### config.mk
export PLATFORM = sky130hd
export DESIGN_NAME = uart_tx_frame
export DESIGN_NICKNAME = d
export VERILOG_FILES = /design/src/rtl/uart_tx_frame.sv
export SDC_FILE = /design/constraint.sdc
export NUM_CORES = 1
export LEC_CHECK = 0
export ABC_AREA = 1
export CAP_MARGIN = 15
export CORE_MARGIN = 2
export CORE_UTILIZATION = 30
export CTS_BUF_LIST = sky130_fd_sc_hd__clkbuf_4
export CTS_CLUSTER_DIAMETER = 120
export CTS_CLUSTER_SIZE = 14
export DETAILED_ROUTE_END_ITERATION = 7
export PLACE_DENSITY = 0.48
export SLEW_MARGIN = 5
export SYNTH_ARGS = -nofsm -noshare
export SYNTH_HDL_FRONTEND = slang
export SYNTH_SLANG_ARGS = --single-unit
export TNS_END_PERCENT = 10
### constraint.sdc
create_clock -name clk_50M -period 2.35 [get_ports clk_50M]
set_input_delay 0.47 -clock clk_50M [delete_from_list [all_inputs] [get_ports clk_50M]]
set_output_delay 0.47 -clock clk_50M [all_outputs]
set_load 0.1 [all_outputs]
### src/rtl/uart_tx_frame.sv
// uart_tx_frame -- UART transmitter with a valid/ready word input.
//
// Serialises one DATA_BITS word per handshake into an asynchronous frame:
// start bit (0), data bits LSB first, optional parity bit, then STOP_BITS
// stop bits (1). Bit timing comes from an internal divider that runs on the
// system clock, so no separate baud clock is needed.
//
// Optional feature macro: UART_TX_PARITY_EN
//   defined   -> a parity bit follows the data bits (odd when PARITY_ODD=1,
//                even otherwise)
//   undefined -> no parity state, no parity logic, PARITY_ODD is ignored
//
// Parameters:
//   CLKS_PER_BIT  system clocks per bit period (>= 2)
//   DATA_BITS     data bits per frame (5..9)
//   STOP_BITS     stop bits per frame (1 or 2)
//   PARITY_ODD    1 = odd parity, 0 = even parity
//
// Ports:
//   clk_50M   in   system clock
//   rst_n     in   synchronous active-low reset
//   tx_data   in   word to send, sampled only on the handshake edge
//   tx_valid  in   upstream has a word
//   tx_ready  out  block can accept a word (idle only)
//   tx        out  serial line, idles high
//   tx_busy   out  a frame is in progress
//   tx_done   out  one-clock pulse in the last clock of the last stop bit
//
// Every output is a flop. The line and status outputs are computed from the
// current state and take effect one clock later, so a handshake at edge N
// shows the start bit from edge N+1 onwards and the whole frame sits in
// clocks N+1 .. N+F.

module uart_tx_frame #(
  parameter int CLKS_PER_BIT = 434,
  parameter int DATA_BITS    = 8,
  parameter int STOP_BITS    = 1,
  parameter int PARITY_ODD   = 0
) (
  input  logic                 clk_50M,
  input  logic                 rst_n,
  input  logic [DATA_BITS-1:0] tx_data,
  input  logic                 tx_valid,
  output logic                 tx_ready,
  output logic                 tx,
  output logic                 tx_busy,
  output logic                 tx_done
);

  localparam int DIV_W = $clog2(CLKS_PER_BIT);
  localparam int BIT_W = $clog2(DATA_BITS + 32'sd1);

  localparam logic [DIV_W-1:0] DIV_ZERO  = {DIV_W{1'b0}};
  localparam logic [DIV_W-1:0] DIV_ONE   = DIV_W'(32'sd1);
  localparam logic [DIV_W-1:0] DIV_LAST  = DIV_W'(CLKS_PER_BIT - 32'sd1);
  localparam logic [BIT_W-1:0] BIT_ZERO  = {BIT_W{1'b0}};
  localparam logic [BIT_W-1:0] BIT_ONE   = BIT_W'(32'sd1);
  localparam logic [BIT_W-1:0] DATA_LAST = BIT_W'(DATA_BITS - 32'sd1);
  localparam logic [BIT_W-1:0] STOP_LAST = BIT_W'(STOP_BITS - 32'sd1);

  // Elaboration-time guard against parameter values the datapath cannot hold.
  if ((CLKS_PER_BIT < 32'sd2) || (DATA_BITS < 32'sd5) || (DATA_BITS > 32'sd9) ||
      ((STOP_BITS != 32'sd1) && (STOP_BITS != 32'sd2)) ||
      ((PARITY_ODD != 32'sd0) && (PARITY_ODD != 32'sd1))) begin : g_param_check
    $error("uart_tx_frame: illegal parameter value");
  end

  typedef enum logic [2:0] {
    S_IDLE   = 3'd0,
    S_START  = 3'd1,
    S_DATA   = 3'd2,
`ifdef UART_TX_PARITY_EN
    S_PARITY = 3'd3,
`endif
    S_STOP   = 3'd4
  } state_t;

  state_t               state_r, state_s;
  logic [DIV_W-1:0]     div_r, div_s;
  logic [BIT_W-1:0]     bit_cnt_r, bit_cnt_s;
  logic [DATA_BITS-1:0] shift_r, shift_s;
  logic                 tx_r, tx_s;
  logic                 tx_ready_r, tx_ready_s;
  logic                 tx_busy_r, tx_busy_s;
  logic                 tx_done_r, tx_done_s;
  logic                 accept_s;
  logic                 bit_end_s;

`ifdef UART_TX_PARITY_EN
  localparam logic PARITY_SENSE = (PARITY_ODD == 32'sd1) ? 1'b1 : 1'b0;

  logic                 parity_r, parity_s;

  // Parity of the word as it will appear on the line (even, or odd when inverted).
  function automatic logic frame_parity(input logic [DATA_BITS-1:0] word);
    return (^word) ^ PARITY_SENSE;
  endfunction
`endif

  // State register plus all datapath and output flops.
  always_ff @(posedge clk_50M) begin
    if (!rst_n) begin
      state_r    <= S_IDLE;
      div_r      <= DIV_ZERO;
      bit_cnt_r  <= BIT_ZERO;
      shift_r    <= {DATA_BITS{1'b0}};
`ifdef UART_TX_PARITY_EN
      parity_r   <= 1'b0;
`endif
      tx_r       <= 1'b1;
      tx_ready_r <= 1'b1;
      tx_busy_r  <= 1'b0;
      tx_done_r  <= 1'b0;
    end else begin
      state_r    <= state_s;
      div_r      <= div_s;
      bit_cnt_r  <= bit_cnt_s;
      shift_r    <= shift_s;
`ifdef UART_TX_PARITY_EN
      parity_r   <= parity_s;
`endif
      tx_r       <= tx_s;
      tx_ready_r <= tx_ready_s;
      tx_busy_r  <= tx_busy_s;
      tx_done_r  <= tx_done_s;
    end
  end

  // Next-state, counter and next-output logic.
  always_comb begin
    // Gating on tx_ready_r keeps the clock after a frame idle, which
    // guarantees one idle-high clock between back-to-back frames.
    accept_s   = (state_r == S_IDLE) && tx_ready_r && tx_valid;
    bit_end_s  = (div_r == DIV_LAST);
    state_s    = state_r;
    div_s      = bit_end_s ? DIV_ZERO : (div_r + DIV_ONE);
    bit_cnt_s  = bit_cnt_r;
    shift_s    = shift_r;
`ifdef UART_TX_PARITY_EN
    parity_s   = parity_r;
`endif
    tx_s       = 1'b1;
    tx_done_s  = 1'b0;
    tx_busy_s  = (state_r != S_IDLE);
    // Ready clears on the accepting edge itself so that a tx_valid held
    // high is never seen as a second handshake during the frame.
    tx_ready_s = (state_r == S_IDLE) && !accept_s;

    case (state_r)
      S_IDLE: begin
        tx_s  = 1'b1;
        div_s = DIV_ZERO;
        if (accept_s) begin
          state_s   = S_START;
          shift_s   = tx_data;
          bit_cnt_s = BIT_ZERO;
`ifdef UART_TX_PARITY_EN
          parity_s  = frame_parity(tx_data);
`endif
        end else begin
          state_s   = S_IDLE;
        end
      end

      S_START: begin
        tx_s = 1'b0;
        if (bit_end_s) begin
          state_s = S_DATA;
        end else begin
          state_s = S_START;
        end
      end

      S_DATA: begin
        tx_s = shift_r[0];
        if (bit_end_s) begin
          shift_s = {1'b0, shift_r[DATA_BITS-1:1]};
          if (bit_cnt_r == DATA_LAST) begin
            bit_cnt_s = BIT_ZERO;
`ifdef UART_TX_PARITY_EN
            state_s   = S_PARITY;
`else
            state_s   = S_STOP;
`endif
          end else begin
            bit_cnt_s = bit_cnt_r + BIT_ONE;
          end
        end else begin
          shift_s = shift_r;
        end
      end

`ifdef UART_TX_PARITY_EN
      S_PARITY: begin
        tx_s = parity_r;
        if (bit_end_s) begin
          state_s   = S_STOP;
          bit_cnt_s = BIT_ZERO;
        end else begin
          state_s   = S_PARITY;
        end
      end
`endif

      // The bit counter is reused here to count stop bits.
      S_STOP: begin
        tx_s = 1'b1;
        if (bit_end_s) begin
          if (bit_cnt_r == STOP_LAST) begin
            state_s   = S_IDLE;
            bit_cnt_s = BIT_ZERO;
            tx_done_s = 1'b1;
          end else begin
            bit_cnt_s = bit_cnt_r + BIT_ONE;
          end
        end else begin
          state_s = S_STOP;
        end
      end

      default: begin
        state_s   = S_IDLE;
        div_s     = DIV_ZERO;
        bit_cnt_s = BIT_ZERO;
        tx_s      = 1'b1;
      end
    endcase
  end

  assign tx       = tx_r;
  assign tx_ready = tx_ready_r;
  assign tx_busy  = tx_busy_r;
  assign tx_done  = tx_done_r;

endmodule

==> out/results.md <==
* Max Freq: 607 MHz
* max-capacitance violation count: 0
* Critical Path End Type: register
* final setup skew: 0.00742 ns
* Critical Path Source Type: register
* total via count after detailed routing: 1240
* Filler cells: 512
* clock tree root buffer cell: sky130_fd_sc_hd__clkbuf_4
* capturing point of the worst reg2reg path: shift_r[7]
* leading cell types in the layout, fill and taps excluded: sky130_fd_sc_hd__nand2_1, sky130_fd_sc_hd__nor2_1, sky130_fd_sc_hd__dfxtp_1
* via count of the first global-routing pass: 1098
* IR Drop Worst-Case VDD: 0.382 mV
* Starting DRT DRC Count: 44
* leading cell type in the layout, fill and taps excluded: sky130_fd_sc_hd__nand2_1
* maximum clock path buffer count: 2
* die area: 0.00535 mm²
* cell area after synthesis: 0.00144 mm²
* post-CTS setup repair buffer count: 0
* routability congestion estimate from global placement: 0.784
* path depth of the worst reg2reg path: 8
* data arrival at the endpoint of the critical path: 1.90 ns
* Residual DRC: 0
* count of final max-slew check failures: 0
* cells traversed along the worst timing path: ha_1, nand2_1, nor2_1, nand2_2, a21oi_4, nand2_1, nand2_1, nor2_1
* Relative slew margins: 70.9%
* ports placed on the boundary: 15
* Clock Latency Late Sink: 0.34 ns
* area share of the largest cell type after synthesis: 39.1%
* Total Routing Usage GR: 11.3%
* classification of the worst-slack hold path: register to register
* final clock period utilization by the worst path: 70.1%
* fraction of the yosys area taken by sequential cells: 39.1%
* placed wire-length estimate: 2.07 mm
* total power divided by cell area: 616 mW/mm²
* average via count per standard cell: 4.38
* Placed Area: 0.00162 mm²
* aggregate routed wire length: 2.82 mm
* Syn. warnings: 0
* starting utilization of the core area: 30.8%
* Die Wd: 73.2 µm
* worst setup slack before clock tree synthesis: 0.500 ns
* share of post-route cells with drive strength above 1: 10.9%
* H-tree depth: 1
* result of the run: finished, final reports clean
* Core Util, Final: 35.8%
* first-pass iteration count of the detailed router: 4
* slew at the pin closest to its max-slew limit: 0.435 ns
* number of antenna violations at the first check in global routing: 0
* minimum clock period: 1.65 ns
* RSZ-0062 raised after global routing: no
* Synth cell types: 29
* first-pass GRT wire length: 4.77 mm
* Worst Hold Launch: shift_r[1]
* critical path's slowest cell: sky130_fd_sc_hd__dfxtp_1
* Pleak: 0.781 nW
* Top delay family on crit path: simple AND/OR/NAND/NOR gates
* Mapped Nets: 229
* Post-layout nets: 245
* combined buffer and inverter count along the critical path: 0
* critical path peak fanout: 16
* # resized after CTS: 0
* maximum number of pins on one net before global-route repair: 17
* Inserted Diodes: 0
* clock buffer count from CTS: 3
* count of cells along the worst hold path: 2
* cell type with the highest aggregate area in the netlist: sky130_fd_sc_hd__dfxtp_1
* path type of the worst setup path: register to register
* count of buffers inserted at the top-level ports: 14
* final worst-path setup slack: 0.704 ns
* critical path's most frequent cell: sky130_fd_sc_hd__nand2_1
* setup slack on the worst flop-to-flop path: 0.70 ns
* post-synthesis cell count: 214
* Die Y-Extent: 73.2 µm
* area growth from synthesis to layout: 16.3%
* Setup-failing EPs final: 0
* beginning of the worst register-to-register path: div_r[0]
* final count of hold timing violations: 0
* largest stage delay on the critical path: 0.46 ns
* Core Box Area: 0.00466 mm²
* average instance area after synthesis: 6.71 µm²
* hold endpoint: shift_r[1]
* hold-fix buffers at CTS: 0
* CTS tree: built
* setup_tns: 0 ns
* final global-route overflow total: 0
* synthesized flop and latch total: 28
* number of nets with antenna violations after detailed routing: 0
* Final Instance Area: 0.00167 mm²
* routed len/inst: 9.95 µm
* leading post-synthesis cells by cell area: sky130_fd_sc_hd__dfxtp_1, sky130_fd_sc_hd__nand2_1, sky130_fd_sc_hd__nor2_1
* FP Rows: 25
* clock slew seen by the registers of the worst setup and hold paths: 0.16 ns
* Worst Path Required: 2.61 ns
* count of clock tree sinks: 28
routing by layer:
layer / wire length (µm) / global-route usage (%) / share of wire (%) / vias to the layer above
met4: 34 / 3.91 / 1.2 / 0
met2: 1280 / 18.8 / 45 / 11
met5: 0 / 0 / 0 / -
met3: 55 / 2.49 / 2.0 / 2
met1: 1450 / 14.5 / 52 / 534
li1: - / - / - / 693
how the worst max path moves through the flow:
stage | to | depth (start not counted) | startpoint | slack (ns)
5_1_grt | shift_r[7] | 8 | div_r[0] | 0.47
3_3_place_gp | shift_r[4] | 8 | tx_valid | 0.51
4_1_cts | bit_cnt_r[1] | 10 | div_r[0] | 0.70
6_report | shift_r[7] | 8 | div_r[0] | 0.70
2_1_floorplan | shift_r[5] | 8 | tx_ready | 0.51
3_5_place_dp | shift_r[0] | 8 | tx_valid | 0.50
kinds of logic after synthesis:
group	after synthesis	share of synthesized area, %
buffers and inverters	29	8.46
AND/OR/NAND/NOR	135	40.0
adder cells (fa/ha/maj)	4	3.49
AO/OA/AOI/OAI	15	7.15
XOR/XNOR	3	1.83
flip-flops	28	39.1
synth_stat cells:
master / instances
sky130_fd_sc_hd__nor3b_1: 3
sky130_fd_sc_hd__xor2_1: 2
sky130_fd_sc_hd__nand3_1: 7
sky130_fd_sc_hd__buf_1: 1
sky130_fd_sc_hd__o211ai_2: 1
sky130_fd_sc_hd__buf_4: 1
sky130_fd_sc_hd__nor3_1: 1
sky130_fd_sc_hd__o21ai_0: 2
sky130_fd_sc_hd__a21oi_1: 7
sky130_fd_sc_hd__o21ai_2: 1
sky130_fd_sc_hd__nand2_1: 78
sky130_fd_sc_hd__dfxtp_1: 28
sky130_fd_sc_hd__nand3_2: 1
sky130_fd_sc_hd__nor2_4: 3
sky130_fd_sc_hd__clkbuf_1: 1
sky130_fd_sc_hd__a31oi_1: 1
sky130_fd_sc_hd__inv_2: 4
sky130_fd_sc_hd__o21ai_1: 1
sky130_fd_sc_hd__nand2_2: 3
sky130_fd_sc_hd__buf_6: 1
sky130_fd_sc_hd__or2_2: 1
sky130_fd_sc_hd__xnor2_1: 1
sky130_fd_sc_hd__inv_1: 20
sky130_fd_sc_hd__nor2_1: 35
sky130_fd_sc_hd__a32oi_1: 1
sky130_fd_sc_hd__buf_2: 1
sky130_fd_sc_hd__a21oi_4: 1
sky130_fd_sc_hd__nand4_1: 3
sky130_fd_sc_hd__ha_1: 4
final cells by class:
class	count	area [µm²]	area share [%]
clock buffers	3	22.5	1.35
flip-flops and latches	28	561	33.6
repair buffers	16	145	8.70
inverters	24	90.1	5.40
clock inverters	1	30.0	1.80
multi-input cells	157	753	45.1
well taps	54	67.6	4.05
worst min-delay path, cell delays in order, from the launching register on:
cell	delay, ns
sky130_fd_sc_hd__dfxtp_1	0.34
sky130_fd_sc_hd__nor2_1	0.09
sky130_fd_sc_hd__nor2_1	0.05
flip-flops by register name (all words and copies together), names as in the netlist:
name	cells
tx_ready	1
div_r	9
tx_busy	1
shift_r	8
tx_done	1
bit_cnt_r	4
tx	1
state_r	3
power by group:
group          switching (mW)  total (mW)  internal (mW)
Clock                   0.149       0.322          0.173
Combinational           0.114       0.180         0.0657
Sequential             0.0196       0.526          0.506
Total                   0.283        1.03          0.744
through the flow:
step                      power, mW  instances  hold slack [ns]
after global placement        0.718        279            0.465
final                          1.03        283            0.495
after CTS                      1.04        283            0.497
after floorplan               0.675        214            0.430
after detailed placement      0.719        279            0.472
after global routing           1.09        283            0.514
(Power assumes the default switching activity.)
